==> config.mk <==
export PLATFORM = sky130hd
export DESIGN_NAME = conv_window_gen
export DESIGN_NICKNAME = d
export VERILOG_FILES = /design/src/rtl/conv_window_gen.sv
export SDC_FILE = /design/constraint.sdc
export NUM_CORES = 2
export LEC_CHECK = 0
export ABC_AREA = 1
export BUFFER_PORTS_ARGS = -buffer_cell sky130_fd_sc_hd__buf_2
export CAP_MARGIN = 40
export CORE_MARGIN = 3
export CORE_UTILIZATION = 57
export DETAILED_ROUTE_END_ITERATION = 6
export HOLD_SLACK_MARGIN = 0.1
export MAX_ROUTING_LAYER = met4
export PLACE_DENSITY = 0.76
export SYNTH_ARGS = -nofsm -noshare
export SYNTH_HDL_FRONTEND = slang
export SYNTH_SLANG_ARGS = --single-unit
export TNS_END_PERCENT = 100
==> constraint.sdc <==
create_clock -name clk -period 4.9 [get_ports clk]
set_clock_uncertainty 0.1 [all_clocks]
set_input_delay 0.735 -clock clk [delete_from_list [all_inputs] [get_ports clk]]
set_output_delay 0.735 -clock clk [all_outputs]
set_load 0.05 [all_outputs]
==> src/rtl/conv_window_gen.sv <==
// Streaming WIN x WIN sliding-window generator (stride 1, no padding) for raster-ordered pixels.
// Optional macro CONV_WIN_COORD_EN adds out_row/out_col: the top-left coordinate of each window.
module conv_window_gen #(
   parameter int IMG_W  = 64,
   parameter int IMG_H  = 64,
   parameter int WIN    = 3,
   parameter int DATA_W = 16
) (
   input  logic                       clk,
   input  logic                       reset,
   input  logic                       in_valid,
   output logic                       in_ready,
   input  logic [DATA_W-1:0]          in_data,
   output logic                       out_valid,
   input  logic                       out_ready,
   output logic [WIN*WIN*DATA_W-1:0]  out_window,
   output logic                       out_last
`ifdef CONV_WIN_COORD_EN
   ,
   output logic [$clog2(IMG_H)-1:0]   out_row,
   output logic [$clog2(IMG_W)-1:0]   out_col
`endif
);

   localparam int CW = $clog2(IMG_W);
   localparam int RW = $clog2(IMG_H);
   localparam int WB = WIN * WIN * DATA_W;

   localparam logic [CW-1:0] COL_FIRST = CW'(WIN - 1);
   localparam logic [CW-1:0] COL_LAST  = CW'(IMG_W - 1);
   localparam logic [RW-1:0] ROW_FIRST = RW'(WIN - 1);
   localparam logic [RW-1:0] ROW_LAST  = RW'(IMG_H - 1);

   logic [CW-1:0]      col_p0;
   logic [RW-1:0]      row_p0;
   logic [DATA_W-1:0]  line_buf [WIN-1][IMG_W];
   logic [WB-1:0]      win_p0;
   logic [DATA_W-1:0]  col_vec [WIN];
   logic [WB-1:0]      win_nxt;
   logic               accept;
   logic               emit;

   logic               vld_p1;
   logic               last_p1;
   logic [WB-1:0]      window_p1;
`ifdef CONV_WIN_COORD_EN
   logic [RW-1:0]      row_p1;
   logic [CW-1:0]      col_p1;
`endif

   assign in_ready = !vld_p1 || out_ready;
   assign accept   = in_valid && in_ready;
   assign emit     = accept && (row_p0 >= ROW_FIRST) && (col_p0 >= COL_FIRST);

   // Stage p0: raster position, line buffers and window shift register
   always_ff @(posedge clk or posedge reset) begin
      if (reset) begin
         col_p0 <= '0;
         row_p0 <= '0;
      end else if (accept) begin
         if (col_p0 == COL_LAST) begin
            col_p0 <= '0;
            row_p0 <= (row_p0 == ROW_LAST) ? '0 : row_p0 + 1'b1;
         end else begin
            col_p0 <= col_p0 + 1'b1;
         end
      end
   end

   // Column entering the window: older rows from the line buffers, newest row is the live pixel.
   always_comb begin
      for (int k = 0; k < WIN - 1; k++) begin
         col_vec[k] = line_buf[k][col_p0];
      end
      col_vec[WIN-1] = in_data;
   end

   always_comb begin
      win_nxt = '0;
      for (int k = 0; k < WIN; k++) begin
         for (int l = 0; l < WIN - 1; l++) begin
            win_nxt[(k*WIN+l)*DATA_W +: DATA_W] = win_p0[(k*WIN+l+1)*DATA_W +: DATA_W];
         end
         win_nxt[(k*WIN+WIN-1)*DATA_W +: DATA_W] = col_vec[k];
      end
   end

   always_ff @(posedge clk) begin
      if (accept) begin
         for (int i = 0; i < WIN - 2; i++) begin
            line_buf[i][col_p0] <= line_buf[i+1][col_p0];
         end
         line_buf[WIN-2][col_p0] <= in_data;
         win_p0 <= win_nxt;
      end
   end

   // Stage p1: output register, loaded only when a complete window is formed
   always_ff @(posedge clk or posedge reset) begin
      if (reset) begin
         vld_p1    <= 1'b0;
         last_p1   <= 1'b0;
         window_p1 <= '0;
`ifdef CONV_WIN_COORD_EN
         row_p1    <= '0;
         col_p1    <= '0;
`endif
      end else if (emit) begin
         vld_p1    <= 1'b1;
         last_p1   <= (row_p0 == ROW_LAST) && (col_p0 == COL_LAST);
         window_p1 <= win_nxt;
`ifdef CONV_WIN_COORD_EN
         row_p1    <= row_p0 - ROW_FIRST;
         col_p1    <= col_p0 - COL_FIRST;
`endif
      end else if (out_ready) begin
         vld_p1    <= 1'b0;
         last_p1   <= 1'b0;
      end
   end

   assign out_valid  = vld_p1;
   assign out_last   = last_p1;
   assign out_window = window_p1;
`ifdef CONV_WIN_COORD_EN
   assign out_row    = row_p1;
   assign out_col    = col_p1;
`endif

endmodule

== Word level (Yosys, flattened, before mapping) ==
Memory sizes are Yosys's and may differ from the RTL's.
Cells that the tools add are included.
Storage, ports and cells
  memories kept: 1
  input port bits: 20
  output and inout bits: 147
  RAM bits: 2048
  register bits: 302
Memory list
  line_buf: depth 2, width 1024, rd ports 2, clocked after Yosys merged registers in 0, wr ports 2, RTL line 36  | logic [DATA_W-1:0] line_buf [WIN-1][IMG_W];
Operators by class
  order comparisons: 4
  reductions and logical operators: 9
  $add $sub $neg: 2
  multiplexer cells: 15
  equal/unequal tests: 2
  bitwise operators: 1
Operator list (count)
  $mux 1024: 1
  $bmux 16 s6: 2
  $demux 16 s6: 1
  $mux 16: 5
  $add 6x1->6 const B: 2
  $eq 6x6->1 const B: 2
  $ge 6x2->1 const B: 2
  $mux 6: 2
  $ge 7x7->1 const B: 1
  $lt 7x1->1 const B: 1
  $not 6->7: 1
  $logic_and 1x1->1: 5
  $mux 1: 4
  $reduce_and 2->1: 1
  $reduce_bool 2->1: 1
  $logic_not 1->1: 1
  $logic_or 1x1->1: 1

== Longest topological paths before layout ==
  depth in word-level cells: 6
  depth in mapped cells: 14

== Worst setup path before layout ==
Ideal clock, no wire load.
  path type: input to register
  from: input out_ready
  to: memory line_buf[0][1536] (netlist name) (enable)
  slack: 0.105 ns
  arrival: 4.234 ns
  stages on the path: 8
  required time: 4.339 ns
  cells stage by stage: inv_1 nand2_1 nand2_1 nor2_2 nand2_1 nor2_1 inv_1 nor3_1
RTL lines
  start: declaration: RTL line 15  | input logic out_ready,
  end: declaration: RTL line 36

==> results.sh <==
export IMPL_tightest_slew_ns=0.904
export IMPL_antenna_found_initial=15
export IMPL_fin_crit_ns=4.11
export IMPL_reg2regPathDepth=10
export IMPL_grt_usage_pct=30.4
export IMPL_wl_per_cell_um=21.8
export IMPL_criticalPathCategory="register to register"
export IMPL_hold_path_depth=3
export IMPL_io_pins=167
export IMPL_synth_xor_area_share_pct=0.0362
export IMPL_area_growth_pct=12.2
export IMPL_port_buffer_count=166
export IMPL_max_stage_delay_ns=0.74
export IMPL_ys_seq_area_share_pct=70.7
export IMPL_worst_path_max_fanout=152
export IMPL_syn_area_um2=96700
export IMPL_gp_congestion=0.904
export IMPL_grt_pass1_vias=63300
export IMPL_firstDrtPassIters=6
export IMPL_rsz0062_at_grt="false"
export IMPL_synthAdderAreaFrac_pct=0.0517
export IMPL_slew_headroom_pct=39.7
export IMPL_yosys_cell_types_count=29
export IMPL_hpwlAfterDp_mm=151
export IMPL_antenna_left=0
export IMPL_routed_wirelength_mm=258
export IMPL_synth_largest_area_cell="edfxtp_1"
export IMPL_cp_slowest_cell="dfrtp_4"
export IMPL_yosys_warnings=0
export IMPL_path_delay_family="buffers and inverters"
export IMPL_yosys_area_top_type_share_pct=66.6
export IMPL_rrSetupSlack_ns=0.79
export IMPL_p_leak_nw=48.0
export IMPL_place_area_um2=101000
export IMPL_vias=65300
export IMPL_worstPathArrival_ns=4.56
export IMPL_die_area_um2=175000
export IMPL_clock_latency_ns=0.87
export IMPL_finalHoldViolCount=0
export IMPL_finish_utilization_pct=64.7
export IMPL_clk_path_buf_depth=3
export IMPL_post_cts_setup_buffer_count=0
export IMPL_cts_reportedPaths_clkPinSlew_ns=0.06
export IMPL_start_util_pct=57.6
export IMPL_synthTopCellsByArea="edfxtp_1 (67%), nand2_1 (12%), inv_1 (7.0%)"
export IMPL_clock_sinks=2302
export IMPL_die_h_um=418
export IMPL_drc_errors=0
export IMPL_ys_ff_latch=2302
export IMPL_fp_dieW_um=418
export IMPL_ff_latch_area_um2=68300
export IMPL_start_kind="register"
export IMPL_status="completed"
export IMPL_synth_compound_area_share_pct=1.53
export IMPL_synthCells=9248
export IMPL_report_final_slew_viol_count=0
export IMPL_dp_cells=11400
export IMPL_cts_root_buf="clkbuf_16"
export IMPL_hold_ws_ns=0.170
export IMPL_multiInputGateArea_um2=20200
export IMPL_routed_via_density=5.50
export IMPL_path_common_cell="nand2_1"
export IMPL_globalRouteOverflowTotal=0
export IMPL_tns_ns=0
export IMPL_fmax_ghz=0.243
export IMPL_postLayoutCellArea_um2=108000
export IMPL_r2r_start="col_p0[0]"
export IMPL_first_iter_violations=8958
export IMPL_synth_top_family_by_area="simple AND/OR/NAND/NOR gates"
export IMPL_fin_crit_sh_pct=83.9
export IMPL_ir_drop_mv=0.611
export IMPL_power_density_nw_per_um2=604
export IMPL_layout_nets=9493
export IMPL_hold_class="input pin to register"
export IMPL_crit_required_ns=5.35
export IMPL_drv_cap=0
export IMPL_synth_nets=9272
export IMPL_avgSynthCellArea_um2=10.5
export IMPL_layout_drive_gt1_share_pct=8.47
export IMPL_worstHoldStart="in_data[2]"
export IMPL_fp_row_count=150
export IMPL_grt_max_degree=161
export IMPL_cp_num_buf_inv=3
export IMPL_fillCellCount=11900
export IMPL_cts_buffers=220
export IMPL_grt_pass1_wl_mm=383
export IMPL_htreeDepth=4
export IMPL_end_kind="register"
export IMPL_setup_viol_count_final=0
export IMPL_cp_num_cells=10
export IMPL_stdcell_count=11900
export IMPL_cts_tree="yes"
export IMPL_yosys_area_share_simple_pct=18.7
export IMPL_core_area_um2=168000
export IMPL_cp_cell_sequence="inv_16 -> buf_4 -> nand2_1 -> nand3_1 -> nand2_1 -> o21ai_1 -> nand2_1 -> nor2_1 -> nand2_2 -> buf_12"
export IMPL_cp_startpoint="col_p0[0]"
export IMPL_synth_mux_area_share_pct=0
[cells in the mapped netlist]
master,number
or2_1,46
buf_4,11
nand2_1,3018
inv_4,1
or2_2,27
buf_1,16
nand3_1,902
o31ai_1,1
buf_2,311
nor2_2,5
edfxtp_1,2144
clkbuf_1,53
a31oi_1,1
nand3b_1,1
xor2_1,4
o21ai_1,219
or2_0,24
buf_6,4
o21ai_0,72
inv_1,1812
inv_2,5
nor2_1,398
nor2_4,2
nor3_1,5
a21oi_1,2
ha_1,4
nor4_1,1
nand4_1,1
dfrtp_1,158
[path summary, 6_finish.rpt]
kind | end
max | line_buf[0][856]
min reg2reg | out_window[99]
min | out_window[130]
max reg2reg | line_buf[0][856]
min in group asynchronous | out_window[110]
max in group asynchronous | col_p0[0]
[per-layer routing]
layer | part of all wire [%] | track usage (%)
met1 | 37 | 39.7
met2 | 45 | 46.0
met3 | 12 | 6.08
met4 | 5.5 | 14.8
met5 | 0 | -
[per-stage QoR]
step / power (mW) / worst slack, ns
after floorplan: 39.5 / 0.105
after global placement: 48.1 / 1.03
after detailed placement: 48.7 / 0.923
after CTS: 65.2 / 0.891
after global routing: 67.8 / 0.712
final: 65.5 / 0.790
[cells in the final DEF, fill, tap and decap left out, types with 5 or more instances in the layout]
cell type / instances
bufinv_16: 18
clkbuf_16: 223
or2_1: 46
o21ai_1: 219
clkbuf_8: 8
or2_2: 27
diode_2: 8
buf_4: 174
buf_16: 5
clkinv_2: 29
nor2_2: 6
dfrtp_1: 157
clkbuf_1: 57
nand2_1: 3001
buf_2: 166
or2_0: 24
nand2_2: 16
clkinv_1: 60
o21ai_0: 72
edfxtp_1: 2144
nor2_4: 69
inv_16: 5
buf_12: 46
inv_1: 1810
nor2_1: 330
nand3_1: 901
[tightest hold or removal path, stage by stage]
cell and delay [ns]:
buf_2 0.20, nand2_1 0.10, nand2_1 0.05
[sequential cells by signal (all words and copies together) (netlist names)]
signal / cells
win_p0: 96
out_last: 1
row_p0: 6
out_window: 144
line_buf: 2048
col_p0: 6
out_valid: 1
[logic make-up after synthesis]
kind of cell,Yosys count
simple gates,4430
compound gates,295
buf+inv,2213
fa+ha+maj,4
flops,2302
xor+xnor,4
[power by group]
group          total [mW]  switching [mW]  internal (mW)
logic                21.3            16.9           4.34
clock network        16.7            7.25           9.44
registers            27.5           0.602           26.9
[final cells by class]
class	instances	share of cell area, %
Antenna cell	8	0.0185
Clock buffer	288	5.44
Clock inverter	124	1.10
Inverter	1818	6.32
Multi-Input combinational cell	4733	18.6
Sequential cell	2302	63.0
Tap cell	2204	2.54
Timing Repair Buffer	394	2.98
[repair_timing]
item | CTS | global route
hold buffers | 2 | 0
hold endpoints to repair | 132 | 0
gates resized for setup | 0 | 0
Note: power is estimated with default switching activity, not from simulation.
